--- src/rtl/fact_bus_pkg.sv ---
// Shared bus map and master state encoding for the factorial accelerator and its bus master.
package fact_bus_pkg;

    localparam logic [1:0] FACT_A_N    = 2'd0;
    localparam logic [1:0] FACT_A_GO   = 2'd1;
    localparam logic [1:0] FACT_A_DONE = 2'd2;
    localparam logic [1:0] FACT_A_RES  = 2'd3;

    localparam int GO_BIT   = 0;
    localparam int DONE_BIT = 0;

    typedef enum logic [2:0] {
        ST_IDLE,
        ST_WR_N,
        ST_WR_GO,
        ST_POLL,
        ST_RD_RES,
        ST_CLR_GO,
        ST_FIN
    } factState_e;

endpackage

--- src/rtl/fact_poll_timer.sv ---
// Saturating poll-cycle counter with stale-done guard and timeout flags.
module fact_poll_timer #(
    parameter int TIMEOUT  = 1023,
    parameter int TO_W     = 10,
    parameter int MIN_WAIT = 2
) (
    input  logic clk,
    input  logic rst,
    input  logic clear,
    input  logic enable,
    output logic at_min,
    output logic at_timeout
);

    localparam logic [TO_W-1:0] TO_MAX  = TO_W'(TIMEOUT);
    localparam logic [TO_W-1:0] MIN_CNT = TO_W'(MIN_WAIT);

    logic [TO_W-1:0] count;

    // Holds at TO_MAX so a stuck poll can never wrap back under the guard window.
    always_ff @(posedge clk) begin
        if (rst || clear) begin
            count <= '0;
        end else if (enable && (count != TO_MAX)) begin
            count <= count + 1'b1;
        end
    end

    assign at_min     = (count >= MIN_CNT);
    assign at_timeout = (count == TO_MAX);

endmodule

--- src/rtl/fact_bus_master.sv ---
// Bus master sequencing one factorial operation: write n, go, poll done, read result, clear go.
module fact_bus_master
    import fact_bus_pkg::*;
#(
    parameter int TIMEOUT  = 1023,
    parameter int TO_W     = 10,
    parameter int MIN_WAIT = 2
) (
    input  logic        clk,
    input  logic        rst,
    input  logic        start,
    input  logic [3:0]  n_in,
    output logic        busy,
    output logic        done,
    output logic        err,
    output logic [31:0] result,
    output logic [1:0]  A,
    output logic        WE,
    output logic [3:0]  WD,
    input  logic [31:0] RD
);

    factState_e state, nextState;
    logic [3:0] nReg, nOp;
    logic       abortFlag, abortNext;
    logic       timerAtMin, timerAtTimeout;
    logic [1:0] aNext;
    logic       weNext, busyNext, doneNext, errNext;
    logic [3:0] wdNext;

    fact_poll_timer #(
        .TIMEOUT  (TIMEOUT),
        .TO_W     (TO_W),
        .MIN_WAIT (MIN_WAIT)
    ) pollTimer (
        .clk        (clk),
        .rst        (rst),
        .clear      (state == ST_WR_GO),
        .enable     (state == ST_POLL),
        .at_min     (timerAtMin),
        .at_timeout (timerAtTimeout)
    );

    always_ff @(posedge clk) begin
        if (rst) begin
            state     <= ST_IDLE;
            abortFlag <= 1'b0;
        end else begin
            state     <= nextState;
            abortFlag <= abortNext;
        end
    end

    // Operand is latched on the accepting edge, so WR_N must see n_in directly.
    assign nOp = (state == ST_IDLE) ? n_in : nReg;

    always_comb begin
        nextState = state;
        abortNext = abortFlag;
        case (state)
            ST_IDLE:   if (start) begin
                           nextState = ST_WR_N;
                           abortNext = 1'b0;
                       end
            ST_WR_N:   nextState = ST_WR_GO;
            ST_WR_GO:  nextState = ST_POLL;
            ST_POLL:   if (RD[DONE_BIT] && timerAtMin) begin
                           nextState = ST_RD_RES;
                       end else if (timerAtTimeout) begin
                           nextState = ST_CLR_GO;
                           abortNext = 1'b1;
                       end
            ST_RD_RES: nextState = ST_CLR_GO;
            ST_CLR_GO: nextState = ST_FIN;
            ST_FIN:    nextState = ST_IDLE;
            default:   nextState = ST_IDLE;
        endcase

        // Outputs are registered, so they are decoded from the state being entered.
        aNext  = FACT_A_N;
        weNext = 1'b0;
        wdNext = '0;
        case (nextState)
            ST_WR_N:   begin weNext = 1'b1; wdNext = nOp; end
            ST_WR_GO:  begin aNext = FACT_A_GO; weNext = 1'b1; wdNext[GO_BIT] = 1'b1; end
            ST_POLL:   aNext = FACT_A_DONE;
            ST_RD_RES: aNext = FACT_A_RES;
            ST_CLR_GO: begin aNext = FACT_A_GO; weNext = 1'b1; end
            default:   aNext = FACT_A_N;
        endcase
        busyNext = (nextState != ST_IDLE) && (nextState != ST_FIN);
        doneNext = (nextState == ST_FIN) && !abortNext;
        errNext  = (nextState == ST_FIN) && abortNext;
    end

    always_ff @(posedge clk) begin
        if (state == ST_IDLE && start) begin
            nReg <= n_in;
        end
    end

    always_ff @(posedge clk) begin
        if (rst) begin
            A      <= FACT_A_N;
            WE     <= 1'b0;
            WD     <= '0;
            busy   <= 1'b0;
            done   <= 1'b0;
            err    <= 1'b0;
            result <= '0;
        end else begin
            A    <= aNext;
            WE   <= weNext;
            WD   <= wdNext;
            busy <= busyNext;
            done <= doneNext;
            err  <= errNext;
            if (state == ST_RD_RES) begin
                result <= RD;
            end
        end
    end

endmodule

--- config.mk ---
export PLATFORM = sky130hd
export DESIGN_NAME = fact_bus_master
export DESIGN_NICKNAME = d
export VERILOG_FILES = /design/src/rtl/fact_bus_pkg.sv /design/src/rtl/fact_poll_timer.sv /design/src/rtl/fact_bus_master.sv
export SDC_FILE = /design/constraint.sdc
export NUM_CORES = 1
export LEC_CHECK = 0
export ABC_CLOCK_PERIOD_IN_PS = 2200
export CAP_MARGIN = 20
export CORE_MARGIN = 2
export CORE_UTILIZATION = 45
export CTS_CLUSTER_DIAMETER = 50
export DETAILED_ROUTE_END_ITERATION = 10
export MAX_ROUTING_LAYER = met4
export PLACE_DENSITY = 0.79
export SYNTH_ARGS = -nofsm -noshare
export SYNTH_HDL_FRONTEND = slang
export SYNTH_HIERARCHICAL = 1
export SYNTH_SLANG_ARGS = --single-unit
export TNS_END_PERCENT = 50
--- constraint.sdc ---
create_clock -name clk -period 2.2 [get_ports clk]
set_clock_uncertainty 0.2 [all_clocks]
set_input_delay 0.55 -clock clk [delete_from_list [all_inputs] [get_ports clk]]
set_output_delay 0.55 -clock clk [all_outputs]
set_load 0.02 [all_outputs]
# Word level (Yosys, flattened, before mapping)

Cells that the tools add are included.

Bits in registers: 60
Bits in latches: 0
RAM bits: 0
ROM bits: 0
Bits of input ports: 39
Output and inout port bits: 42
Logic and storage cells: 54
Memories: 0

Add/sub/neg operators: 1
Multiply operators: 0
Divide/modulo/power cells: 0
Order comparisons: 1
Equality and inequality tests: 14
Shift operators: 0
Mux-type cells: 12
Bitwise operators: 1
Reduce and logical (&&, ||, !) cells: 13

Operator list:

| cell                                                                   | number |
|---|---|
| 3-bit case mux with 6 select lines                                     | 1 |
| 3-bit equality test, second input constant                             | 5 |
| 3-bit by 2-bit equality test with 1-bit output, second input constant  | 4 |
| 10-bit by 1-bit adder with 10-bit output, second input constant        | 1 |
| 10-bit equality test, second input constant                            | 1 |
| 10-bit by 2-bit >= comparator with 1-bit output, second input constant | 1 |
| 10-bit != test, second input constant                                  | 1 |
| 3-bit 2-to-1 mux                                                       | 3 |
| 3-bit by 1-bit equality test with 1-bit output, second input constant  | 2 |
| 1-bit logical AND                                                      | 6 |
| 2-bit case mux with 3 select lines                                     | 1 |
| 1-bit 2-to-1 mux                                                       | 4 |
| 4-bit 2-to-1 mux                                                       | 1 |
| 1-bit case mux with 2 select lines                                     | 2 |
| 2-bit OR reduction                                                     | 2 |
| 3-bit zero test                                                        | 1 |
| 3-bit != test, second input constant                                   | 1 |
| 3-bit nonzero test                                                     | 1 |
| 3-bit OR reduction                                                     | 1 |
| 1-bit zero test                                                        | 1 |
| 1-bit logical OR                                                       | 1 |
| 1-bit inverter                                                         | 1 |

# Longest topological paths before layout

Depth in word-level cells: 7
Depth in mapped cells: 7
Gate-level depth less buffers: 7

# By module

The synthesis kept the hierarchy.

By module, submodules not included:

| module          | instances | cells each | area each (um2) | seq. area each (um2) |
|---|---|---|---|---|
| fact_bus_master | 1         | 163        | 1702.9          | 920.9 |
| fact_poll_timer | 1         | 81         | 679.4           | 200.2 |

# Worst setup path before layout

Ideal clock, no wire load.

Path type: register -> register
Start: register state[2]
End: register pollTimer.count[0]
Library setup time: 0.062 ns
Arrival time: 1.638 ns
Required time: 1.938 ns
Slack: 0.300 ns
Stages on the path, launching flop included: 7
Path buffers: 2
Period minus slack after synthesis: 1.900 ns
Cells stage by stage: dfxtp_1 > clkbuf_1 > nor3_1 > or2_1 > buf_2 > or4_1 > nand3_1

Cells in the longest elaborated chain, start to end: 2
Elaborated cells between the ends (all ways): 4
Those cells by class: 2 x eq/ne; 2 x reduce/logical

RTL lines:

| item                                                                     | line                                         | text |
|---|---|---|
| start: declaration                                                       | fact_bus_master.sv:23                        | `factState_e state, nextState;` |
| start signal: assignment                                                 | fact_bus_master.sv:49                        | `state <= nextState;` |
| 3-bit by 2-bit equality test with 1-bit output, on equally long branches | fact_bus_master.sv:39, fact_bus_master.sv:38 |  |
| 1-bit logical AND or 1-bit logical OR (tied branches)                    | fact_poll_timer.sv:24, fact_poll_timer.sv:22 |  |
| end signal: assignment                                                   | fact_poll_timer.sv:25                        | `count <= count + 1'b1;` |
| end: declaration                                                         | fact_poll_timer.sv:18                        | `logic [TO_W-1:0] count;` |

Several ways; a longest one is shown, not always the timed one.
A chain may end at the register's enable or synchronous reset.

# Worst setup path in the final report

Start: register result[9]
End: output port result[9]

RTL lines:

| item                     | line                   | text |
|---|---|---|
| start: declaration       | fact_bus_master.sv:16  | `output logic [31:0] result,` |
| start signal: assignment | fact_bus_master.sv:110 | `result <= '0;` |
| start signal: assignment | fact_bus_master.sv:119 | `result <= RD;` |

No word-level cell between the ends.

==> results.toml <==
[logic_synthesis]
synth_area_leaders = "dfxtp_1 (47%), mux2i_1 (13%), nor2_1 (6.8%), buf_12 (2.5%), a21oi_1 (1.9%)"
synth_edf_count = 0
synth_top_cell_area_share = 0.4706
avgSynthCellArea_um2 = 9.763
synthArstFlopShare = 0
post_synth_num_cell_types = 44
yosys_warnings = 6
synth_seq_area_share = 0.4706
syn_inst = 244
syn_area_mm2 = 0.002382
synth_ff_type = "dfxtp_1"
synth_largest_area_cell = "dfxtp_1"
syn_nets = 285
ys_ff_latch = 56

[cts]
hold_buffers = 0
clockRootBuffer = "clkbuf_8"
clkTransAtPathRegs_ns = 0.10
ctsResizeCount = 0
clk_path_buf_depth = 2
ctsHtreeMaxLevel = 2
cts_buffers = 5
cts_setup_buffers = 0
cts_tree = "done"
clock_latency_ns = 0.30
cts.sinks = 56

[timing]
fmax_ghz = 0.4879
slew_headroom = 0.6916
worst_slack_ns = 0.1505
finalSetupTns_ns = 0
drv_slew = 0
rsz0062_at_grt = "false"
final.min_clock_period_ns = 2.049
period_share = 0.9316
hold_viol = 0
tightest_slew_ns = 0.4619
setup_viol = 0

[worst_setup_path]
critPathKind = "reg2out"
worst-path-buf-inv = 1
slowest_stage = "clkdlybuf4s50_1"
crit-reg2reg-launch = "pollTimer/count[1]"
critPathLaunch = "result[9]"
cp_max_fo = 2
critPathTopFamily = "buffers and inverters"
critPathRequiredTime_ns = 1.45
reg2reg_depth = 6
arrival_ns = 1.30
rrSetupSlack_ns = 0.23
cp.depth = 1
critPathLaunchType = "register"
crit_chain = "clkdlybuf4s50_1"
crit_path_end_kind = "output port"
endpoint = "result[9]"
timing.rr.end = "state[2]"
critPathMaxStageDelay_ns = 0.62

[floorplanning]
die_h_um = 76.76
core-area_mm2 = 0.005107
fp.dieArea_mm2 = 0.005892
pin_count = 81
core.rowCount = 26
start_util = 0.4664
dieWidth_um = 76.76

[run_status]
status = "finished, final reports clean"

[placed_design]
gp_congestion = 0.8114
dp_slack_ns = 0.1425
io_buffers = 80
place_area_mm2 = 0.003234
dp_hpwl_um = 4304

[cells_and_area]
final_area_mm2 = 0.003326
drive_gt1_frac = 0.08257
n_fill_cell = 416
syn2layout_area_growth_pct = 39.60
fin_nets = 367
num_antenna_cells = 0
utilization = 0.6512

[routing]
drtAntennaViolNets = 0
drtIter0Drc = 141
drt_first_pass_iters = 4
post_drt_wl_per_cell_um = 14.62
remaining_drc_errors = 0
totalWireLength_um = 5803
vias_per_cell = 5.209
vias = 2068

[grt]
grt_max_degree = 34
grt_pass1_vias = 1902
grt_overflow = 0
antenna_found_initial = 0
grt_first_pass_wirelength_um = 9466
track_usage = 0.2014

[worst_hold_path]
min_path_type = "reg2reg"

[power_and_ir_drop]
power.leakage_nw = 1.193
pwr_density_cell_mw_per_mm2 = 540.7
p_total_mw = 1.798
peakVddDrop_mv = 0.2741

[job]
max_cap_violations = 0
cells in the final DEF (no fill, tap or decap), types with 3 or more instances in the layout:
cell             count
mux2i_1             32
nor2b_1              3
a21oi_1              9
o2111ai_1            3
a31oi_1              3
clkdlybuf4s50_1     80
and3_1               4
and2_1               4
nand4_1              4
dfxtp_1             56
nor3_1               8
o21ai_0              4
nand3_1              5
nand2_1              6
nor2_1              43
nor4_1               5
inv_1                7
clkbuf_8             5
buf_4               12
and4_1               3
worst min-delay path by stage:
stage               startpoint    to  slack [ns]  cells after the start
global placement     abortFlag  done        0.24                      1
CTS                  abortFlag   err        0.27                      2
finish               abortFlag   err        0.26                      2
floorplan            abortFlag  done        0.21                      1
detailed placement   abortFlag  done        0.25                      1
global route         abortFlag   err        0.29                      2
logic make-up (layout without fill, tap and decap cells):
group,after synthesis,after routing,synth area share
simple gates,96,96,0.2106
flops,56,56,0.4706
compound gates,33,33,0.09874
mux,32,32,0.1345
buf+inv,25,108,0.07510
fa+ha+maj,2,2,0.01050
cell type report:
cell class                      instances  area, um2  share of cell area
Tap cell                               70      87.58             0.02634
Timing Repair Buffer                   93      910.9              0.2739
Multi-Input combinational cell        163       1089              0.3273
Clock inverter                          3      22.52            0.006772
Sequential cell                        56       1121              0.3371
Clock buffer                            5      68.82             0.02069
Inverter                                7      26.28            0.007901
registers in the layout (all words and copies together) (netlist names), 2 cells and up:
name	count
WD	4
result	32
state	3
pollTimer/count	10
A	2
where the power goes:
group          internal, mW  leakage (nW)  switching [mW]  total [mW]
clock network         0.229        0.0485           0.337       0.566
registers              1.03         0.453         0.00799        1.04
logic                 0.112         0.692          0.0840       0.196
total                  1.37          1.19           0.429        1.80
cells in the mapped netlist (all sizes together) (2+ instances only):
library cell / instances
nand4: 6
o21a: 2
nor3: 8
dfxtp: 56
mux2i: 32
nor2b: 3
inv: 7
nand3: 5
buf: 13
nand2: 6
nor2: 43
nor3b: 2
nor4: 5
and3: 4
ha: 2
o311a: 2
and2: 5
o2111ai: 3
o21ai: 4
clkbuf: 5
a21oi: 9
and4: 4
o21bai: 2
a31oi: 3
through the flow:
step           hold WS, ns  std cells
2_1_floorplan       0.2129        244
3_5_place_dp        0.2473        389
5_1_grt             0.2868        397
6_report            0.2629        397
3_3_place_gp        0.2399        389
4_1_cts             0.2687        397
layer usage:
layer	vias up	routed length, um	GRT usage
met5	-	0	-
met4	0	11	0.02909
met3	2	337	0.04588
met2	74	2831	0.3395
met1	961	2623	0.2528
li1	1031	-	-
No activity file was read; power rests on OpenSTA's default activity.
